$ cat src/rtl/isa_pkg.sv
// ============================================================================
// isa_pkg : shared operand width, operand-select encoding and mux states
// Revision: 1.0
// ============================================================================
`default_nettype none

package isa_pkg;

  localparam int DATA_WIDTH = 16;

  // Operand-select encoding shared with the decode stage
  localparam int OPSEL_REGA = 0;
  localparam int OPSEL_REGB = 1;
  localparam int OPSEL_IMM  = 2;
  localparam int OPSEL_PC   = 3;

  // Encoded as {OutValid, SkidValid}
  typedef enum logic [1:0] {
    MUX_EMPTY = 2'b00,
    MUX_BUSY  = 2'b10,
    MUX_FULL  = 2'b11
  } mux_state_t;

endpackage

`default_nettype wire

$ cat src/rtl/mux_n_1_comb.sv
// ============================================================================
// mux_n_1_comb : unregistered N:1 selector, forwards zero for out-of-range index
// Revision: 1.0
// ============================================================================
`default_nettype none

module mux_n_1_comb #(
  parameter int WIDTH      = 16,
  parameter int NUM_INPUTS = 4,
  parameter int SEL_WIDTH  = $clog2(NUM_INPUTS)
) (
  input  logic [WIDTH*NUM_INPUTS-1:0] operands,
  input  logic [SEL_WIDTH-1:0]        sel,
  output logic [WIDTH-1:0]            sel_data
);

  logic [31:0] sel_ext;

  assign sel_ext = 32'(sel);

  // Compare-and-OR form keeps indices >= NUM_INPUTS at zero without a range check
  always_comb begin
    sel_data = '0;
    for (int unsigned k = 0; k < NUM_INPUTS; k++) begin
      if (sel_ext == k) begin
        sel_data = operands[k*WIDTH +: WIDTH];
      end
    end
  end

endmodule

`default_nettype wire

$ cat src/rtl/mux_n_1_pipe.sv
// ============================================================================
// mux_n_1_pipe : N:1 operand selector, registered output plus skid slot
// Optional: define MUX_SEL_CHECK_EN to add the sticky SelError output.
// Revision: 1.0
// ============================================================================
`default_nettype none

module mux_n_1_pipe
  import isa_pkg::*;
#(
  parameter int WIDTH      = DATA_WIDTH,
  parameter int NUM_INPUTS = 4,
  parameter int SEL_WIDTH  = $clog2(NUM_INPUTS)
) (
  input  logic                        Clock,
  input  logic                        Reset,
  input  logic [WIDTH*NUM_INPUTS-1:0] Operands,
  input  logic [SEL_WIDTH-1:0]        Selector,
  input  logic                        InValid,
  output logic                        InReady,
  output logic [WIDTH-1:0]            Result,
  output logic                        OutValid,
  input  logic                        OutReady
`ifdef MUX_SEL_CHECK_EN
  ,
  output logic                        SelError
`endif
);

  mux_state_t       state_q;
  mux_state_t       state_d;
  logic [WIDTH-1:0] sel_data;
  logic [WIDTH-1:0] result_q;
  logic [WIDTH-1:0] skid_q;
  logic             in_fire;
  logic             out_fire;
  logic             load_main_sel;
  logic             load_main_skid;
  logic             load_skid;

  mux_n_1_comb #(
    .WIDTH      (WIDTH),
    .NUM_INPUTS (NUM_INPUTS),
    .SEL_WIDTH  (SEL_WIDTH)
  ) u_sel (
    .operands (Operands),
    .sel      (Selector),
    .sel_data (sel_data)
  );

  // Both handshake outputs come straight from the state flops
  assign OutValid = state_q[1];
  assign InReady  = ~state_q[0];
  assign Result   = result_q;
  assign in_fire  = InValid & InReady;
  assign out_fire = OutValid & OutReady;

  always_comb begin
    state_d        = state_q;
    load_main_sel  = 1'b0;
    load_main_skid = 1'b0;
    load_skid      = 1'b0;
    unique case (state_q)
      MUX_EMPTY: begin
        if (in_fire) begin
          state_d       = MUX_BUSY;
          load_main_sel = 1'b1;
        end
      end
      MUX_BUSY: begin
        if (in_fire && out_fire) begin
          load_main_sel = 1'b1;
        end else if (in_fire) begin
          state_d   = MUX_FULL;
          load_skid = 1'b1;
        end else if (out_fire) begin
          state_d = MUX_EMPTY;
        end
      end
      MUX_FULL: begin
        if (out_fire) begin
          state_d        = MUX_BUSY;
          load_main_skid = 1'b1;
        end
      end
      default: begin
        state_d = MUX_EMPTY;
      end
    endcase
  end

  always_ff @(posedge Clock) begin
    if (Reset) begin
      state_q  <= MUX_EMPTY;
      result_q <= '0;
      skid_q   <= '0;
    end else begin
      state_q <= state_d;
      if (load_main_sel) begin
        result_q <= sel_data;
      end else if (load_main_skid) begin
        result_q <= skid_q;
      end
      if (load_skid) begin
        skid_q <= sel_data;
      end
    end
  end

`ifdef MUX_SEL_CHECK_EN
  logic sel_err_q;
  logic sel_oor;

  assign sel_oor  = (32'(Selector) >= 32'(NUM_INPUTS));
  assign SelError = sel_err_q;

  always_ff @(posedge Clock) begin
    if (Reset) begin
      sel_err_q <= 1'b0;
    end else if (in_fire && sel_oor) begin
      sel_err_q <= 1'b1;
    end
  end
`endif

endmodule

`default_nettype wire

$ cat config.mk
export PLATFORM = sky130hd
export DESIGN_NAME = mux_n_1_pipe
export DESIGN_NICKNAME = d
export VERILOG_FILES = /design/src/rtl/isa_pkg.sv /design/src/rtl/mux_n_1_comb.sv /design/src/rtl/mux_n_1_pipe.sv
export SDC_FILE = /design/constraint.sdc
export NUM_CORES = 1
export LEC_CHECK = 0
export BUFFER_PORTS_ARGS = -buffer_cell sky130_fd_sc_hd__buf_2
export CAP_MARGIN = 0
export CORE_MARGIN = 2
export CORE_UTILIZATION = 42
export CTS_CLUSTER_DIAMETER = 60
export DETAILED_ROUTE_END_ITERATION = 8
export PLACE_DENSITY = 0.74
export SLEW_MARGIN = 10
export SYNTH_ARGS = -nofsm -noshare
export SYNTH_HDL_FRONTEND = slang
export SYNTH_SLANG_ARGS = --single-unit
export TNS_END_PERCENT = 1
$ cat constraint.sdc
create_clock -name Clock -period 1.7 [get_ports Clock]
set_input_delay 0 -clock Clock [delete_from_list [all_inputs] [get_ports Clock]]
set_output_delay 0 -clock Clock [all_outputs]
set_load 0.03 [all_outputs]
==> After elaboration in Yosys (flattened, before gate mapping) <==
Index checks and enable logic that the tools add are counted.
{ "op_classes": {"mux": 19, "eq_ne": 9, "bitwise_logic": 3, "n_reduce_logical": 5} }
{ "op_table": {"columns": ["operator", "count"], "rows": [
  ["16-bit two-way mux", 6],
  ["32-bit zero test", 1],
  ["2-bit two-way mux", 5],
  ["2-bit equality test, second input constant", 4],
  ["1-bit two-way mux", 6],
  ["2-bit != test, second input constant", 3],
  ["2-bit one-hot mux with 3 select lines", 1],
  ["4-bit AND reduction", 1],
  ["3-bit != test, second input constant", 1],
  ["1-bit AND", 2],
  ["2-bit by 1-bit equality test with 1-bit output, second input constant", 1],
  ["2-bit zero test", 1],
  ["1-bit one-hot mux with 2 select lines", 1],
  ["2-bit nonzero test", 1],
  ["1-bit logical AND", 1],
  ["1-bit NOT", 1]
]} }
{ "totals": {"output_inout_bits": 18, "wordCells": 39, "reg_bits": 34, "inputBits": 70} }

==> Longest topological paths before layout <==
Gate-level depths: netlist (run 1).
{ "depth": {"depth_word": 6, "ltp_mapped": 7} }

==> Cells and area by module <==
Synthesis (run 1) repeated with hierarchy kept, for this count alone.
{ "hier_totals": {"cells_unflattened": 184, "hier_area_um2": 1879.3} }
{ "modules_own_cells": {"columns": ["module", "area_each_um2", "n_inst", "cells_per_inst", "seq_area_each_um2"], "rows": [
  ["mux_n_1_pipe", 1455.1, 1, 164, 680.7],
  ["mux_n_1_comb", 424.2, 1, 20, 0.0]
]} }

==> Least setup slack after synthesis (run 1) <==
No wires, ideal clock.
{ "synth_path": {"kind": "flip-flop to flip-flop", "from": "reg state_q[0]", "to": "reg result_q[10] (netlist: Result[10])", "path_slack_ns": -0.039, "arrival_ns": 1.600, "path_buffers": 1, "synth_period_minus_slack_ns": 1.739, "stages_incl_launch_ff": 7, "setup_ns": 0.139, "cell_sequence": "dfxtp_1 inv_1 ha_1 and3_1 o21ai_2 clkbuf_1 a211oi_1"} }
{ "synth_between": {"elab_chain_len": 6, "elab_cells_between_ends": 12, "cone_classes": "eq/ne (2); mux (5); bitwise (2); reduce/logical (3)"} }
{ "synth_rtl": {"columns": ["item", "line_no", "rtl"], "rows": [
  ["from (decl)", "mux_n_1_pipe.sv:30", "mux_state_t state_q;"],
  ["from (signal assigned)", "mux_n_1_pipe.sv:98", "state_q <= state_d;"],
  ["1-bit NOT (*)", "mux_n_1_pipe.sv:53", "assign InReady = ~state_q[0];"],
  ["named net InReady", "mux_n_1_pipe.sv:20", "output logic InReady,"],
  ["1-bit AND (*)", "mux_n_1_pipe.sv:55", "assign in_fire = InValid & InReady;"],
  ["1-bit logical AND", "mux_n_1_pipe.sv:71", "if (in_fire && out_fire) begin"],
  ["1-bit two-way mux", "mux_n_1_pipe.sv:71", null],
  ["1-bit one-hot mux with 2 select lines (*)", "mux_n_1_pipe.sv:63", "unique case (state_q)"],
  ["16-bit two-way mux or 2-bit nonzero test (tied branches)", null, null],
  ["to (signal assigned)", "mux_n_1_pipe.sv:100", "result_q <= sel_data;"],
  ["to (signal assigned)", "mux_n_1_pipe.sv:102", "result_q <= skid_q;"],
  ["to (decl)", "mux_n_1_pipe.sv:33", "logic [WIDTH-1:0] result_q;"]
]} }
The timed path passes the listed nets; every way through them passes the cells marked *.
A chain may end at the register's enable or synchronous reset.

==> Final worst setup path (run 1) <==
{ "layout_path": {"from": "reg state_q[1]", "to": "reg result_q[5] (netlist: Result[5])"} }
{ "layout_between": {"elab_chain_len": 5, "elab_cells_between_ends": 11, "cone_classes": "eq/ne (2); mux (5); bitwise (1); reduce/logical (3)"} }
{ "layout_rtl": {"columns": ["item", "line_no", "rtl"], "rows": [
  ["1-bit AND", "mux_n_1_pipe.sv:56", "assign out_fire = OutValid & OutReady;"],
  ["1-bit logical AND", "mux_n_1_pipe.sv:71", null],
  ["1-bit two-way mux", "mux_n_1_pipe.sv:71", null],
  ["1-bit one-hot mux with 2 select lines", "mux_n_1_pipe.sv:63", null],
  ["16-bit two-way mux or 2-bit nonzero test (tied branches)", null, null]
]} }
Several ways; a longest one is shown, not always the timed one.

==> flow_summary.toml, run 1 <==
[die]
die_w_um = 71.4
start_util_pct = 43.9
ios = 88
fp.dieArea_um2 = 5100
dieHeight_um = 71.4
rows = 24
core_um2 = 4350

[run]
max-cap-violations = 0

[synth]
syn-num-nets = 260
synth-seq-area-share_pct = 35.6
netlist_area_um2 = 1910
number_of_register_bits_inferred_by_synthesis = 34
syn_inst = 186
synth.distinct_cells = 30
yosys_warnings = 0
syn_avg_cell_area_um2 = 10.3

[finish]
antenna-diode-count = 0
finalNetCount = 347
most_common_library_cell_in_the_layout_ignoring_fill_and_taps = "sky130_fd_sc_hd__buf_2"
layout_common_cells = "sky130_fd_sc_hd__buf_2, sky130_fd_sc_hd__nand2_1, sky130_fd_sc_hd__dfxtp_1, sky130_fd_sc_hd__a21oi_1, sky130_fd_sc_hd__mux2i_1"
area_growth_from_synthesis_to_layout_pct = 30.8
layout.cell_area.non_filler_um2 = 2500
final_cell_count_no_fill = 326
layout-drive-gt1-share_pct = 44.2

[setup_path]
class_of_the_most_critical_setup_path = "register to register"
reg2reg_from = "state_q[1]"
crit_arrival_ps = 1740
critical_path_peak_fanout = 32
worst-r2r-setup-slack_ps = 160
worstSetupEndpointType = "register"
critical_path.startpoint_type = "register"
source_of_the_critical_timing_path = "state_q[1]"
worst-endpoint-required_ps = 1890
reg2regPathDepth = 6

[clock_tree]
cts.sinks = 34
clk_pin_slew_ps = 70
cts-buffers-inserted = 5
post_cts_sizing_count = 0
cts_post_setup_buffers_inserted = 0
tritoncts = "done"
clk_latency_worst_skew_pair_ps = 280
cts_hold_buffers = 0
cts_root_buffer = "sky130_fd_sc_hd__clkbuf_8"
cts-root-to-sink-buffers = 2
cts_max_level = 2

[routing]
routed-via-count = 1690
drc = 0
drt-vias-per-instance = 5.18
drt_iter0_markers = 90
routed_wirelength_mm = 4.39
ant_nets = 0
detailed_routing_iterations_pass_1 = 4
detail_route.wl_per_cell_um = 13.5

[power_and_ir_drop]
power.density_cell_area_nw_per_um2 = 1180
p_leak_nw = 1.21
finalPower_mw = 2.96
peak_supply_drop_mv = 0.462

[sta]
timing.final.max_slew_violations = 0
finalWorstPathRequiredPeriod_ps = 1540
timing.clock.skew_ps = 7.40
holdWs_ps = 15.4
max_freq_ghz = 0.648
hold_viol = 0
finalSetupViolCount = 0
final.period_utilization_pct = 90.7
rsz0062_at_grt = "false"
timing_worst_slew_pin_value_ps = 407
fin_setup_tns_ps = 0
max-slew-margin-rel_pct = 72.9

[global_routing]
grt_max_degree = 36
grt_pass1_wl_mm = 7.09
grt_pass1_vias = 1703
track_usage_pct = 17.5
grt_antenna_before_repair = 0
gr-total-overflow = 0

[status]
run_status = "finished, final reports clean"

[worst_hold_path]
min_delay_path_depth = 3
hp-start = "InValid"
hp-class = "primary input to register"

[placed_design]
detailedPlacementHpwl_mm = 3.25
port_buffers = 87
gp_congestion = 0.850
placed_cells = 318
post_dp_cell_area_um2 = 2390
==> per-layer routing <==
| metal | wire (um) | track usage (%) | up-vias |
|---|---|---|---|
| met3 | 299 | 4.92 | 2 |
| met2 | 2290 | 32.5 | 64 |
| met5 | 0 | 0 | - |
| met4 | 22 | 6.71 | 0 |
| li1 | - | - | 855 |
| met1 | 1780 | 18.6 | 769 |
==> worst paths after layout <==
| kind | endpoint |
|---|---|
| worst max register to register | Result[5] |
| worst min register to register | skid_q[8] |
| worst min-delay path | state_q[0] |
| worst max-delay path | Result[5] |
==> power breakdown <==
group | total [mW] | switching [mW] | internal (mW) | leakage, nW
Sequential | 1.08 | 0.0991 | 0.978 | 0.279
Combinational | 1.17 | 0.701 | 0.465 | 0.872
Clock | 0.719 | 0.288 | 0.431 | 0.0579
Total | 2.96 | 1.09 | 1.87 | 1.21
==> registers in the layout, indices dropped and copies added (netlist names) <==
| signal | cells |
|---|---|
| skid_q | 16 |
| state_q | 2 |
| Result | 16 |
==> synthesized netlist by cell type <==
cell | count | share of area, %
sky130_fd_sc_hd__buf_2 | 3 | 0.79
sky130_fd_sc_hd__o21ai_2 | 1 | 0.46
sky130_fd_sc_hd__mux4_2 | 10 | 12
sky130_fd_sc_hd__nand3b_1 | 1 | 0.39
sky130_fd_sc_hd__buf_12 | 1 | 1.0
sky130_fd_sc_hd__nand2b_1 | 1 | 0.33
sky130_fd_sc_hd__buf_1 | 1 | 0.20
sky130_fd_sc_hd__nand3_2 | 1 | 0.52
sky130_fd_sc_hd__mux2i_1 | 17 | 8.9
sky130_fd_sc_hd__a21oi_1 | 18 | 4.7
sky130_fd_sc_hd__buf_6 | 2 | 1.2
sky130_fd_sc_hd__buf_4 | 4 | 1.6
sky130_fd_sc_hd__o21ai_0 | 1 | 0.26
sky130_fd_sc_hd__and2_1 | 1 | 0.33
sky130_fd_sc_hd__clkbuf_1 | 4 | 0.79
sky130_fd_sc_hd__inv_1 | 3 | 0.59
sky130_fd_sc_hd__nor2_2 | 2 | 0.65
sky130_fd_sc_hd__nor2_1 | 14 | 2.8
sky130_fd_sc_hd__o2bb2ai_1 | 1 | 0.46
sky130_fd_sc_hd__a211oi_1 | 14 | 5.5
sky130_fd_sc_hd__a211o_1 | 1 | 0.46
sky130_fd_sc_hd__mux4_1 | 6 | 8.3
sky130_fd_sc_hd__xor2_1 | 1 | 0.46
sky130_fd_sc_hd__nand3_1 | 1 | 0.26
sky130_fd_sc_hd__a211oi_2 | 2 | 1.3
sky130_fd_sc_hd__and3_1 | 2 | 0.65
sky130_fd_sc_hd__nor2b_2 | 1 | 0.46
sky130_fd_sc_hd__dfxtp_1 | 34 | 36
sky130_fd_sc_hd__ha_1 | 4 | 2.6
sky130_fd_sc_hd__nand2_1 | 34 | 6.7
==> worst max-delay path, cell delays in order (launching register included) <==
cell	delay [ps]
sky130_fd_sc_hd__dfxtp_2	360
sky130_fd_sc_hd__ha_1	250
sky130_fd_sc_hd__and3_1	190
sky130_fd_sc_hd__o21ai_2	150
sky130_fd_sc_hd__buf_12	200
sky130_fd_sc_hd__nor2_1	70
sky130_fd_sc_hd__a211oi_1	210
==> area by class of cell <==
| class | count | area, um2 |
|---|---|---|
| fillers | 377 | 1850 |
| well taps | 52 | 65.1 |
| inverters | 3 | 11.3 |
| flip-flops and latches | 34 | 682 |
| clock inverters | 3 | 40.0 |
| repair buffers | 95 | 520 |
| multi-input cells | 134 | 1110 |
| clock buffers | 5 | 68.8 |
==> through the flow <==
stage               worst slack (ps)  util, %
global placement                 242     54.9
CTS                              143     57.4
detailed placement               164     54.9
floorplan                       20.8        -
global route                    28.9     57.4
finish                           158     57.4
==> logic make-up after synthesis <==
logic type / count (synthesis) / share of synthesized area [%]
flops: 34 / 35.6
simple gates: 58 / 13.0
xor+xnor: 1 / 0.458
compound gates: 38 / 13.2
buf+inv: 18 / 6.16
mux: 33 / 28.9
fa+ha+maj: 4 / 2.62
(Power assumes the default switching activity.)
==> run 2: changes to the inputs <==
Settings changed: CORE_UTILIZATION 42 to 30, PLACE_DENSITY 0.74 to 0.55.
==> run 2 against run 1 <==
Global-route usage is 4.1 points lower. Die area is 38% higher. First-iteration DRC count is 31% lower. Sequential share of layout area is 0.36 points lower. Register-to-register slack better by 40 ps. Design area is 1.4% higher. Worst hold slack better by 120 ps. Wire length is 6.1% higher. Critical endpoint is now Result[13]. Largest power group unchanged. Highest routed layer unchanged.
==> flow_summary.toml, run 2 (synthesis results as in run 1) <==
[sta]
holdWs_ps = 137
timing_worst_slew_pin_value_ps = 407
final.period_utilization_pct = 88.4
hold_viol = 0
max_freq_ghz = 0.666
timing.final.max_slew_violations = 0
max-slew-margin-rel_pct = 72.9
finalWorstPathRequiredPeriod_ps = 1500
timing.clock.skew_ps = 3.07
finalSetupViolCount = 0
timing.final.ws_setup_ps = 198
rsz0062_at_grt = "false"
fin_setup_tns_ps = 0

[setup_path]
slowest_stage_delay_cp_ps = 330
critical_path.startpoint_type = "register"
crit_arrival_ps = 1700
worst-endpoint-required_ps = 1900
worstSetupEndpointType = "register"
critical_path_peak_fanout = 32
class_of_the_most_critical_setup_path = "register to register"
slowest_stage = "sky130_fd_sc_hd__dfxtp_1"
crit_path_cell_trace = "inv_1, ha_1, and3_1, o21ai_2, buf_12, nor2_1, a211oi_1"

[finish]
layout.cell_area.non_filler_um2 = 2530
layout_common_cells = "sky130_fd_sc_hd__buf_2, sky130_fd_sc_hd__nand2_1, sky130_fd_sc_hd__dfxtp_1, sky130_fd_sc_hd__a21oi_1, sky130_fd_sc_hd__mux2i_1"
layout-drive-gt1-share_pct = 44.4
sequential_cell_area_um2 = 682
finalNetCount = 351
area_growth_from_synthesis_to_layout_pct = 32.6
fin_util_pct = 40.6
antenna-diode-count = 0
multi_input_comb_area_um2 = 1110
n_fill_cell = 644
final_cell_count_no_fill = 354
most_common_library_cell_in_the_layout_ignoring_fill_and_taps = "sky130_fd_sc_hd__buf_2"

[global_routing]
gr-total-overflow = 0
grt_max_degree = 33
grt_pass1_wl_mm = 7.33
grt_antenna_before_repair = 0
track_usage_pct = 13.4
grt_pass1_vias = 1586

[clock_tree]
clk_pin_slew_ps = 70
cts.sinks = 34
clk_latency_worst_skew_pair_ps = 280
cts_post_setup_buffers_inserted = 0
cts_root_buffer = "sky130_fd_sc_hd__clkbuf_8"
cts-buffers-inserted = 5
cts-root-to-sink-buffers = 2
tritoncts = "done"
post_cts_sizing_count = 0
cts_max_level = 2

[routing]
routed_wirelength_mm = 4.66
drc = 0
routed-via-count = 1715
ant_nets = 0
drt_iter0_markers = 62
detailed_routing_iterations_pass_1 = 4
detail_route.wl_per_cell_um = 13.2
drt-vias-per-instance = 4.84

[die]
start_util_pct = 30.6
dieHeight_um = 83.8
fp.dieArea_um2 = 7020
core_um2 = 6240
die_w_um = 83.8
ios = 88
rows = 29

[power_and_ir_drop]
power.density_cell_area_nw_per_um2 = 1120
p_leak_nw = 1.21
peak_supply_drop_mv = 0.407
finalPower_mw = 2.83

[status]
run_status = "finished, final reports clean"

[placed_design]
placed_cells = 346
post_dp_cell_area_um2 = 2440
detailedPlacementHpwl_mm = 3.57
port_buffers = 87
pre_cts_slack_ps = 194
gp_congestion = 0.735

[worst_hold_path]
hp-class = "primary input to register"

[run]
max-cap-violations = 0
==> run 2: changes by cell type in the layout (fill, tap and decap cells not counted) <==
cell,change
sky130_fd_sc_hd__buf_4,+3
sky130_fd_sc_hd__bufinv_16,-1
sky130_fd_sc_hd__dlygate4sd3_1,+1
==> run 2: cell type report <==
cell class	count	area share (%)
Multi-Input combinational cell	134	43.9
Sequential cell	34	26.9
Timing Repair Buffer	99	21.8
Tap cell	77	3.80
Clock buffer	5	2.72
Inverter	3	0.444
Clock inverter	2	0.395
==> run 2: worst paths after layout <==
check,startpoint,end,slack [ps],depth (start not counted)
min,Reset,skid_q[15],140,2
max reg2reg,state_q[0],Result[13],200,7
min reg2reg,skid_q[12],skid_q[12],460,2
max,state_q[0],Result[13],200,7
==> run 2: timing repair <==
action	CTS	global route
hold buffers	1	0
hold endpoints to repair	1	0
setup endpoints to repair	0	0
==> run 2: critical path: cells and delay by family (launching register included) <==
family	cells	cell delay, ps
AOI/OAI and AO/OA	2	370
DFF	1	330
buffers and inverters	2	270
and+or+nand+nor	2	240
adders and majority gates	1	190
==> run 2: per-layer routing <==
metal  up-vias  GRT usage, %  wire [um]
met5         -             0          0
li1        861             -          -
met4         0          4.84         72
met2        69          23.7       2360
met3         7          3.46        361
met1       778          15.6       1870
==> run 2: power breakdown <==
| part | switching (mW) | internal (mW) | leakage [nW] |
|---|---|---|---|
| clock | 0.283 | 0.274 | 0.0438 |
| sequential | 0.104 | 0.978 | 0.279 |
| combinational | 0.705 | 0.484 | 0.891 |
| total | 1.09 | 1.74 | 1.21 |
